===== src/rtl/jk_excitation_driver_if.sv =====
// Target handshake plus the j/k/q connection to the downstream JK flop.
// The driver uses the master modport; the source/flop side uses slave.
interface jk_excitation_driver_if;
    logic tgt_valid;
    logic tgt_bit;
    logic tgt_ready;
    logic j;
    logic k;
    logic q;

    modport master (
        input  tgt_valid,
        input  tgt_bit,
        input  q,
        output tgt_ready,
        output j,
        output k
    );

    modport slave (
        output tgt_valid,
        output tgt_bit,
        output q,
        input  tgt_ready,
        input  j,
        input  k
    );
endinterface


===== src/rtl/jk_excitation_driver.sv =====
// Drives a JK flop towards a stream of requested target bits: converts each
// target into the JK excitation code for one clock, then checks q two edges
// after the handshake and keeps saturating done/error counters.
module jk_excitation_driver #(
    parameter int unsigned CNT_W      = 8,
    parameter bit          USE_TOGGLE = 1'b0
) (
    input  logic                   clk,
    input  logic                   reset,
    jk_excitation_driver_if.master bus,
    input  logic                   clr_cnt,
    output logic                   busy,
    output logic                   err_pulse,
    output logic [CNT_W-1:0]       done_cnt,
    output logic [CNT_W-1:0]       err_cnt
);

    typedef enum logic [1:0] {
        StInit,
        StIdle,
        StDrive,
        StCheck
    } state_e;

    localparam logic [CNT_W-1:0] CntMax = {CNT_W{1'b1}};

    state_e           state_q, state_d;
    logic             j_q, j_d;
    logic             k_q, k_d;
    logic             tgt_ready_q, tgt_ready_d;
    logic             busy_q, busy_d;
    logic             err_pulse_q, err_pulse_d;
    logic             tgt_q, tgt_d;
    logic             q_prev_q, q_prev_d;
    logic [CNT_W-1:0] done_cnt_q, done_cnt_d;
    logic [CNT_W-1:0] err_cnt_q, err_cnt_d;
    logic             done_inc;
    logic             err_inc;

    // State register; async reset drops j/k at once and discards any transfer.
    always_ff @(posedge clk or posedge reset) begin
        if (reset) begin
            state_q     <= StInit;
            j_q         <= 1'b0;
            k_q         <= 1'b0;
            tgt_ready_q <= 1'b0;
            busy_q      <= 1'b0;
            err_pulse_q <= 1'b0;
            tgt_q       <= 1'b0;
            q_prev_q    <= 1'b0;
            done_cnt_q  <= '0;
            err_cnt_q   <= '0;
        end else begin
            state_q     <= state_d;
            j_q         <= j_d;
            k_q         <= k_d;
            tgt_ready_q <= tgt_ready_d;
            busy_q      <= busy_d;
            err_pulse_q <= err_pulse_d;
            tgt_q       <= tgt_d;
            q_prev_q    <= q_prev_d;
            done_cnt_q  <= done_cnt_d;
            err_cnt_q   <= err_cnt_d;
        end
    end

    // Next-state, excitation and check logic; j/k default to 0 outside DRIVE.
    always_comb begin
        state_d     = state_q;
        j_d         = 1'b0;
        k_d         = 1'b0;
        tgt_ready_d = tgt_ready_q;
        busy_d      = busy_q;
        err_pulse_d = 1'b0;
        tgt_d       = tgt_q;
        q_prev_d    = q_prev_q;
        done_inc    = 1'b0;
        err_inc     = 1'b0;

        unique case (state_q)
            StInit: begin
                state_d     = StIdle;
                tgt_ready_d = 1'b1;
                busy_d      = 1'b0;
            end
            StIdle: begin
                tgt_ready_d = 1'b1;
                if (bus.tgt_valid && tgt_ready_q) begin
                    tgt_d    = bus.tgt_bit;
                    q_prev_d = bus.q;
                    // Only a change of state needs a non-zero code.
                    if (bus.q != bus.tgt_bit) begin
                        if (USE_TOGGLE) begin
                            j_d = 1'b1;
                            k_d = 1'b1;
                        end else begin
                            j_d = bus.tgt_bit;
                            k_d = ~bus.tgt_bit;
                        end
                    end
                    tgt_ready_d = 1'b0;
                    busy_d      = 1'b1;
                    state_d     = StDrive;
                end
            end
            StDrive: begin
                // The flop samples j/k on this edge.
                state_d = StCheck;
            end
            StCheck: begin
                done_inc = 1'b1;
                if (bus.q != tgt_q) begin
                    err_inc     = 1'b1;
                    err_pulse_d = 1'b1;
                end
                tgt_ready_d = 1'b1;
                busy_d      = 1'b0;
                state_d     = StIdle;
            end
            default: begin
                state_d = StInit;
            end
        endcase

        // Saturating counters; a clear overrides a coincident increment.
        done_cnt_d = done_cnt_q;
        err_cnt_d  = err_cnt_q;
        if (clr_cnt) begin
            done_cnt_d = '0;
            err_cnt_d  = '0;
        end else begin
            if (done_inc && (done_cnt_q != CntMax)) begin
                done_cnt_d = done_cnt_q + 1'b1;
            end
            if (err_inc && (err_cnt_q != CntMax)) begin
                err_cnt_d = err_cnt_q + 1'b1;
            end
        end
    end

    assign bus.tgt_ready = tgt_ready_q;
    assign bus.j         = j_q;
    assign bus.k         = k_q;
    assign busy          = busy_q;
    assign err_pulse     = err_pulse_q;
    assign done_cnt      = done_cnt_q;
    assign err_cnt       = err_cnt_q;

endmodule


===== src/flat_wrapper.sv =====
// flat-port wrapper written by rule: the top's interface ports become plain ports
module jk_excitation_driver_flat 
#(
    parameter int unsigned CNT_W      = 8,
    parameter bit          USE_TOGGLE = 1'b0
)
  (clk, reset, clr_cnt, busy, err_pulse, done_cnt, err_cnt, bus_tgt_valid, bus_tgt_bit, bus_q, bus_tgt_ready, bus_j, bus_k);
  jk_excitation_driver_if bus_i ();
  input  logic clk;
  input  logic reset;
  input  logic clr_cnt;
  output logic busy;
  output logic err_pulse;
  output logic [CNT_W-1:0] done_cnt;
  output logic [CNT_W-1:0] err_cnt;
  input wire logic [$bits(bus_i.tgt_valid)-1:0] bus_tgt_valid;
  input wire logic [$bits(bus_i.tgt_bit)-1:0] bus_tgt_bit;
  input wire logic [$bits(bus_i.q)-1:0] bus_q;
  output wire logic [$bits(bus_i.tgt_ready)-1:0] bus_tgt_ready;
  output wire logic [$bits(bus_i.j)-1:0] bus_j;
  output wire logic [$bits(bus_i.k)-1:0] bus_k;
  assign bus_i.tgt_valid = bus_tgt_valid;
  assign bus_i.tgt_bit = bus_tgt_bit;
  assign bus_i.q = bus_q;
  assign bus_tgt_ready = bus_i.tgt_ready;
  assign bus_j = bus_i.j;
  assign bus_k = bus_i.k;
  jk_excitation_driver #(.CNT_W(CNT_W), .USE_TOGGLE(USE_TOGGLE)) u_core (.clk(clk), .reset(reset), .bus(bus_i), .clr_cnt(clr_cnt), .busy(busy), .err_pulse(err_pulse), .done_cnt(done_cnt), .err_cnt(err_cnt));
endmodule

===== config.mk =====
export PLATFORM = sky130hd
export DESIGN_NAME = jk_excitation_driver_flat
export DESIGN_NICKNAME = d
export VERILOG_FILES = /design/src/rtl/jk_excitation_driver_if.sv /design/src/rtl/jk_excitation_driver.sv /design/src/flat_wrapper.sv
export SDC_FILE = /design/constraint.sdc
export NUM_CORES = 1
export LEC_CHECK = 0
export ABC_AREA = 1
export CAP_MARGIN = 30
export CORE_UTILIZATION = 51
export DETAILED_ROUTE_END_ITERATION = 7
export PLACE_DENSITY = 0.79
export SKIP_CTS_REPAIR_TIMING = 1
export SYNTH_ARGS = -nofsm -noshare
export SYNTH_HDL_FRONTEND = slang
export SYNTH_SLANG_ARGS = --single-unit

===== constraint.sdc =====
create_clock -name clk -period 1.6 [get_ports clk]
set_clock_uncertainty 0.05 [all_clocks]
set_input_delay 0.32 -clock clk [delete_from_list [all_inputs] [get_ports clk]]
set_output_delay 0.32 -clock clk [all_outputs]
set_load 0.02 [all_outputs]

==> impl_metrics.ini, run 1 <==
[status]
outcome = completed

[synth]
synth_top_family_by_area = simple AND/OR/NAND/NOR gates
ys_ff_latch = 24
yosysSeqAreaShare = 0.4344
syn_nets = 198
synth_cell_types = 24
synthSimpleGateAreaFrac = 0.3475
synthCells = 186
synthMuxAreaShare = 0
synth-compound-area-share = 0.07059
synth_xor_area_frac = 0.006335
synthAdderAreaFrac = 0.05430
syn_area_mm2 = 0.001383
ys.warnings.count = 0
syn_avg_cell_area_um2 = 7.433

[finish]
drive_gt1_frac = 0.1009
final_cell_mix = 52 x nand2_1, 25 x inv_1, 24 x dfrtp_1
finish.utilization = 0.7093
final_cell_area_mm2 = 0.001789
final_common_cell = nand2_1
nets = 231
final-instance-count-excl-fill = 248
syn2layout_area_growth_pct = 29.41
antenna_cells = 0

[timing]
setup_viol = 0
hold_viol = 0
setup_ws_ps = 153.6
post-route-period-util = 0.9040
tightest_slew_ps = 312.7
slew_headroom = 0.7912
fmax_mhz = 691.4
grt_setup_unrepaired = false
period_needed_ps = 1446
finalSetupTns_ps = 0
finalMaxSlewViolations = 0

[global_route]
grt-ovfl-total = 0
antenna_found_initial = 0
grt_max_degree = 25
grt_pass1_wl_um = 4919
grtUsageTotal = 0.2345
grt_pass1_vias = 1203

[setup_path]
cp-start-kind = register
crit_path_end_kind = register
worstSetupPathType = register to register
crit_path_max_fanout = 6
worstPathArrival_ps = 1630
worstPathRequired_ps = 1790

[floorplanning]
fp.dieW_um = 54.07
start_util = 0.5481
io-pin-count = 27
rows = 18
die_h_um = 54.07
fp.coreArea_mm2 = 0.002522
die_area_mm2 = 0.002923

[route]
num_vias = 1253
via_per_inst = 5.052
drt_pass1_iterations = 4
drc = 0
wirelength_um = 2935
drt.antenna.violating_nets = 0
wl_per_cell_um = 11.83
drtIter0Drc = 22

[power]
p_leak_uw = 0.001200
power_density_mw_per_mm2 = 1193
peakVddDrop_mv = 0.8666

[clock_tree]
htree_levels = 1
insertion_delay_ps = 320
numCtsBuffers = 3
clk_pin_slew_worst_paths_ps = 130
cts_tree = done
cts.sinks = 24
root_buffer = clkbuf_4
clockBufferDepth = 2

[placement]
placed_area_mm2 = 0.001700
numPlacedInstances = 244
hpwl_um = 2222
port-buffer-count = 26
place_ws_ps = 12.58
gpl.final_weighted_congestion = 0.8494

[worst_hold_path]
hold_class = input port to asynchronous set/reset pin

[job]
max_cap_violations = 0
==> worst max-delay path, stage by stage, from the launching register on <==
cell	delay [ps]
dfrtp_1	440
ha_1	270
nand2_1	120
nor2_4	140
nand2_4	100
inv_2	90
nand3_1	60
nand2_1	60
inv_1	30
==> report_power, final <==
part / internal (µW) / total (µW) / leakage [µW] / switching, µW
Clock: 139 / 325 / 0.0000210 / 185
Sequential: 739 / 851 / 0.000318 / 112
Combinational: 380 / 960 / 0.000861 / 580
==> layer usage <==
metal | vias to the layer above | share of wire | global-route usage
met3 | 5 | 0.051 | 0.06215
met2 | 36 | 0.48 | 0.4012
li1 | 647 | - | -
met4 | 0 | 0.013 | 0.09402
met5 | - | 0 | 0
met1 | 565 | 0.45 | 0.2765
==> cell type report <==
| class | instances | area, µm² |
|---|---|---|
| sequential | 24 | 600.6 |
| clock buffer | 4 | 36.28 |
| inverter | 28 | 110.1 |
| fill | 214 | 733.2 |
| timing repair buffer | 30 | 342.8 |
| tap | 30 | 37.54 |
| multi-input combinational | 132 | 661.9 |
==> synthesized netlist by cell type <==
library cell / count / area, µm²
nand2_1: 52 / 195.2
inv_1: 25 / 93.84
dfrtp_1: 24 / 600.6
nor2_1: 21 / 78.83
nand3_1: 20 / 100.1
a21oi_1: 6 / 30.03
ha_1: 6 / 75.07
o21ai_0: 5 / 25.02
o21ai_1: 4 / 20.02
nand2_4: 3 / 33.78
nor2_2: 3 / 18.77
buf_2: 2 / 10.01
inv_2: 2 / 7.510
nand2_2: 2 / 12.51
nor3_1: 2 / 10.01
a21oi_2: 1 / 8.760
clkinv_4: 1 / 8.760
nand4_1: 1 / 6.260
nor2_4: 1 / 11.26
nor3b_1: 1 / 7.510
o21bai_1: 1 / 7.510
o22ai_1: 1 / 6.260
or2_2: 1 / 6.260
xor2_1: 1 / 8.760
==> final timing paths <==
kind	slack, ps	endpoint	cells past startpoint	startpoint
max in group asynchronous	980	u_core.done_cnt[7]	3	reset
setup reg to reg	150	u_core.err_cnt[7]	8	u_core.state_q[0]
hold / removal	280	u_core.tgt_q	3	reset
hold reg to reg	490	u_core.bus.tgt_ready	2	u_core.bus.tgt_ready
min in group clk	490	u_core.bus.tgt_ready	2	u_core.bus.tgt_ready
setup / recovery	150	u_core.err_cnt[7]	8	u_core.state_q[0]
==> logic make-up after synthesis <==
group,count (synthesis)
buffers and inverters,30
AO/OA/AOI/OAI,18
flip-flops,24
AND/OR/NAND/NOR,107
adder cells (fa/ha/maj),6
XOR/XNOR,1
==> stage by stage <==
stage / hold slack, ps / power [µW]
floorplan: 284.6 / 1480
global placement: 455.0 / 1799
detailed placement: 461.7 / 1844
CTS: 286.0 / 2168
global route: 316.2 / 2308
finish: 279.4 / 2135
==> sequential cells by signal, indices dropped and copies added (netlist names) <==
register / flops
u_core.tgt_q: 1
u_core.err_pulse: 1
u_core.bus.k: 1
u_core.state_q: 2
u_core.err_cnt: 8
u_core.bus.tgt_ready: 1
u_core.done_cnt: 8
u_core.busy: 1
u_core.bus.j: 1
Power figures use the tool's default switching activity.
==> run 2, diff against run 1 <==
- CAP_MARGIN: 30 -> 20
- TNS_END_PERCENT: default -> 20
==> results of run 2 <==
Same layout as run 1: the final DEF is identical, and so are final timing and power.
==> run 3, diff against run 2 <==
- CORE_UTILIZATION: 51 -> 61
- DONT_BUFFER_PORTS: default -> 1
- PLACE_DENSITY: 0.79 -> 0.77
==> impl_metrics.ini, run 3 (synthesis results as in run 1) <==
[timing]
fmax_mhz = 714.6
finalSetupTns_ps = 0
slew_headroom = 0.7970
hold_viol = 0
setup_viol = 0
post-route-period-util = 0.8746
tightest_slew_ps = 304.0
period_needed_ps = 1399
grt_setup_unrepaired = false
finalMaxSlewViolations = 0
whs_ps = 46.88

[floorplanning]
io-pin-count = 27
rows = 16
start_util = 0.6771
fp.dieW_um = 49.61
die_area_mm2 = 0.002461
fp.coreArea_mm2 = 0.002042
die_h_um = 49.61

[placement]
numPlacedInstances = 226
gpl.final_weighted_congestion = 0.8851
port-buffer-count = 0
hpwl_um = 2148

[power]
p_leak_uw = 0.0008219
peakVddDrop_mv = 0.9574
power_uw = 1966
power_density_mw_per_mm2 = 1251

[setup_path]
crit_path_end_kind = register
critPathMaxStageDelay_ps = 440
worstPathCellList = ha_1, nand2_1, nor2_4, nand2_4, inv_2, nand3_1, nand2_1, inv_1
cpMaxStageDelayCell = dfrtp_1
crit_path_max_fanout = 6
crit_top_cell = nand2_1
timing.rr.end = u_core.err_cnt[7]
cp-start-kind = register
r2r_start = u_core.state_q[0]
critical_path.top_delay_family = simple AND/OR/NAND/NOR gates
rrSetupSlack_ps = 200
worstPathArrival_ps = 1580
reg2regPathDepth = 8
path_buf_inv = 2
worstSetupPathType = register to register
worstPathRequired_ps = 1780

[job]
max_cap_violations = 0

[global_route]
grt_pass1_wl_um = 4871
grt_pass1_vias = 1167
grt-ovfl-total = 0
antenna_found_initial = 0
grtUsageTotal = 0.2579
grt_max_degree = 25

[worst_hold_path]
hold_class = input port to register
whs_path_depth = 2
hold_start = bus_q
hold_path_end = u_core.bus.k

[finish]
final_common_cell = nand2_1
final-instance-count-excl-fill = 232
final_cell_mix = 52 x nand2_1, 25 x inv_1, 24 x dfrtp_1
drive_gt1_frac = 0.1561
antenna_cells = 0
syn2layout_area_growth_pct = 13.67
nets = 219

[clock_tree]
clk_pin_slew_worst_paths_ps = 130
cts_tree = done
cts.sinks = 24
insertion_delay_ps = 320
root_buffer = clkbuf_4
numCtsBuffers = 3
htree_levels = 1
clockBufferDepth = 2

[route]
drc = 0
wl_per_cell_um = 12.06
drt.antenna.violating_nets = 0
wirelength_um = 2797
drt_pass1_iterations = 4
via_per_inst = 5.491
drtIter0Drc = 36
num_vias = 1274

[status]
outcome = completed
## run 3: cell count changes in the layout (fill, tap and decap cells not counted), sizes merged
cell / before / now
clkdlybuf4s50: 5 / 0
dlymetal6s2s: 21 / 0
clkbuf: 4 / 3
buf: 4 / 15
dlygate4sd3: 0 / 3
## run 3: worst register-to-register path, delay by kind of cell, from the launching register on
family                     cells  cell delay (ps)
DFF                            1              440
buffers and inverters          2              130
and+or+nand+nor                5              460
adders and majority gates      1              240
## run 3: how the worst max path moves through the flow
stage	from	to	slack, ps	cells after the start
after CTS	u_core.state_q[0]	u_core.err_cnt[7]	190	8
after detailed placement	u_core.state_q[0]	u_core.err_cnt[7]	200	8
after floorplan	u_core.done_cnt[0]	u_core.done_cnt[0]	210	6
final	u_core.state_q[0]	u_core.err_cnt[7]	200	8
after global placement	u_core.state_q[0]	u_core.err_cnt[7]	270	8
after global routing	u_core.state_q[0]	u_core.err_cnt[4]	80	7
## run 3: routing by layer
layer,wire length [µm],vias to the layer above,track usage
li1,-,623,-
met1,1202,592,0.3407
met2,1356,57,0.4414
met3,223,2,0.05247
met4,14,0,0.04286
met5,0,-,0
## run 3: layout make-up
class | instances | area [µm²]
clock buffers | 3 | 22.52
fillers | 153 | 470.5
inverters | 28 | 110.1
multi-input cells | 132 | 661.9
flip-flops and latches | 24 | 600.6
well taps | 27 | 33.78
repair buffers | 18 | 142.6
## run 3: through the flow
stage / util / setup slack (ps) / area, µm²
after floorplan: - / 208.6 / 1383
final: 0.7696 / 200.6 / 1572
after global placement: 0.7439 / 270.3 / 1519
after global routing: 0.7696 / 82.36 / 1572
after CTS: 0.7549 / 190.0 / 1541
after detailed placement: 0.7439 / 204.3 / 1519
## run 3: power by group
part / internal [µW] / leakage [µW] / switching [µW] / total, µW
clock: 88.2 / 0.0000138 / 183 / 271
sequential: 738 / 0.000318 / 166 / 904
combinational: 295 / 0.000490 / 495 / 790
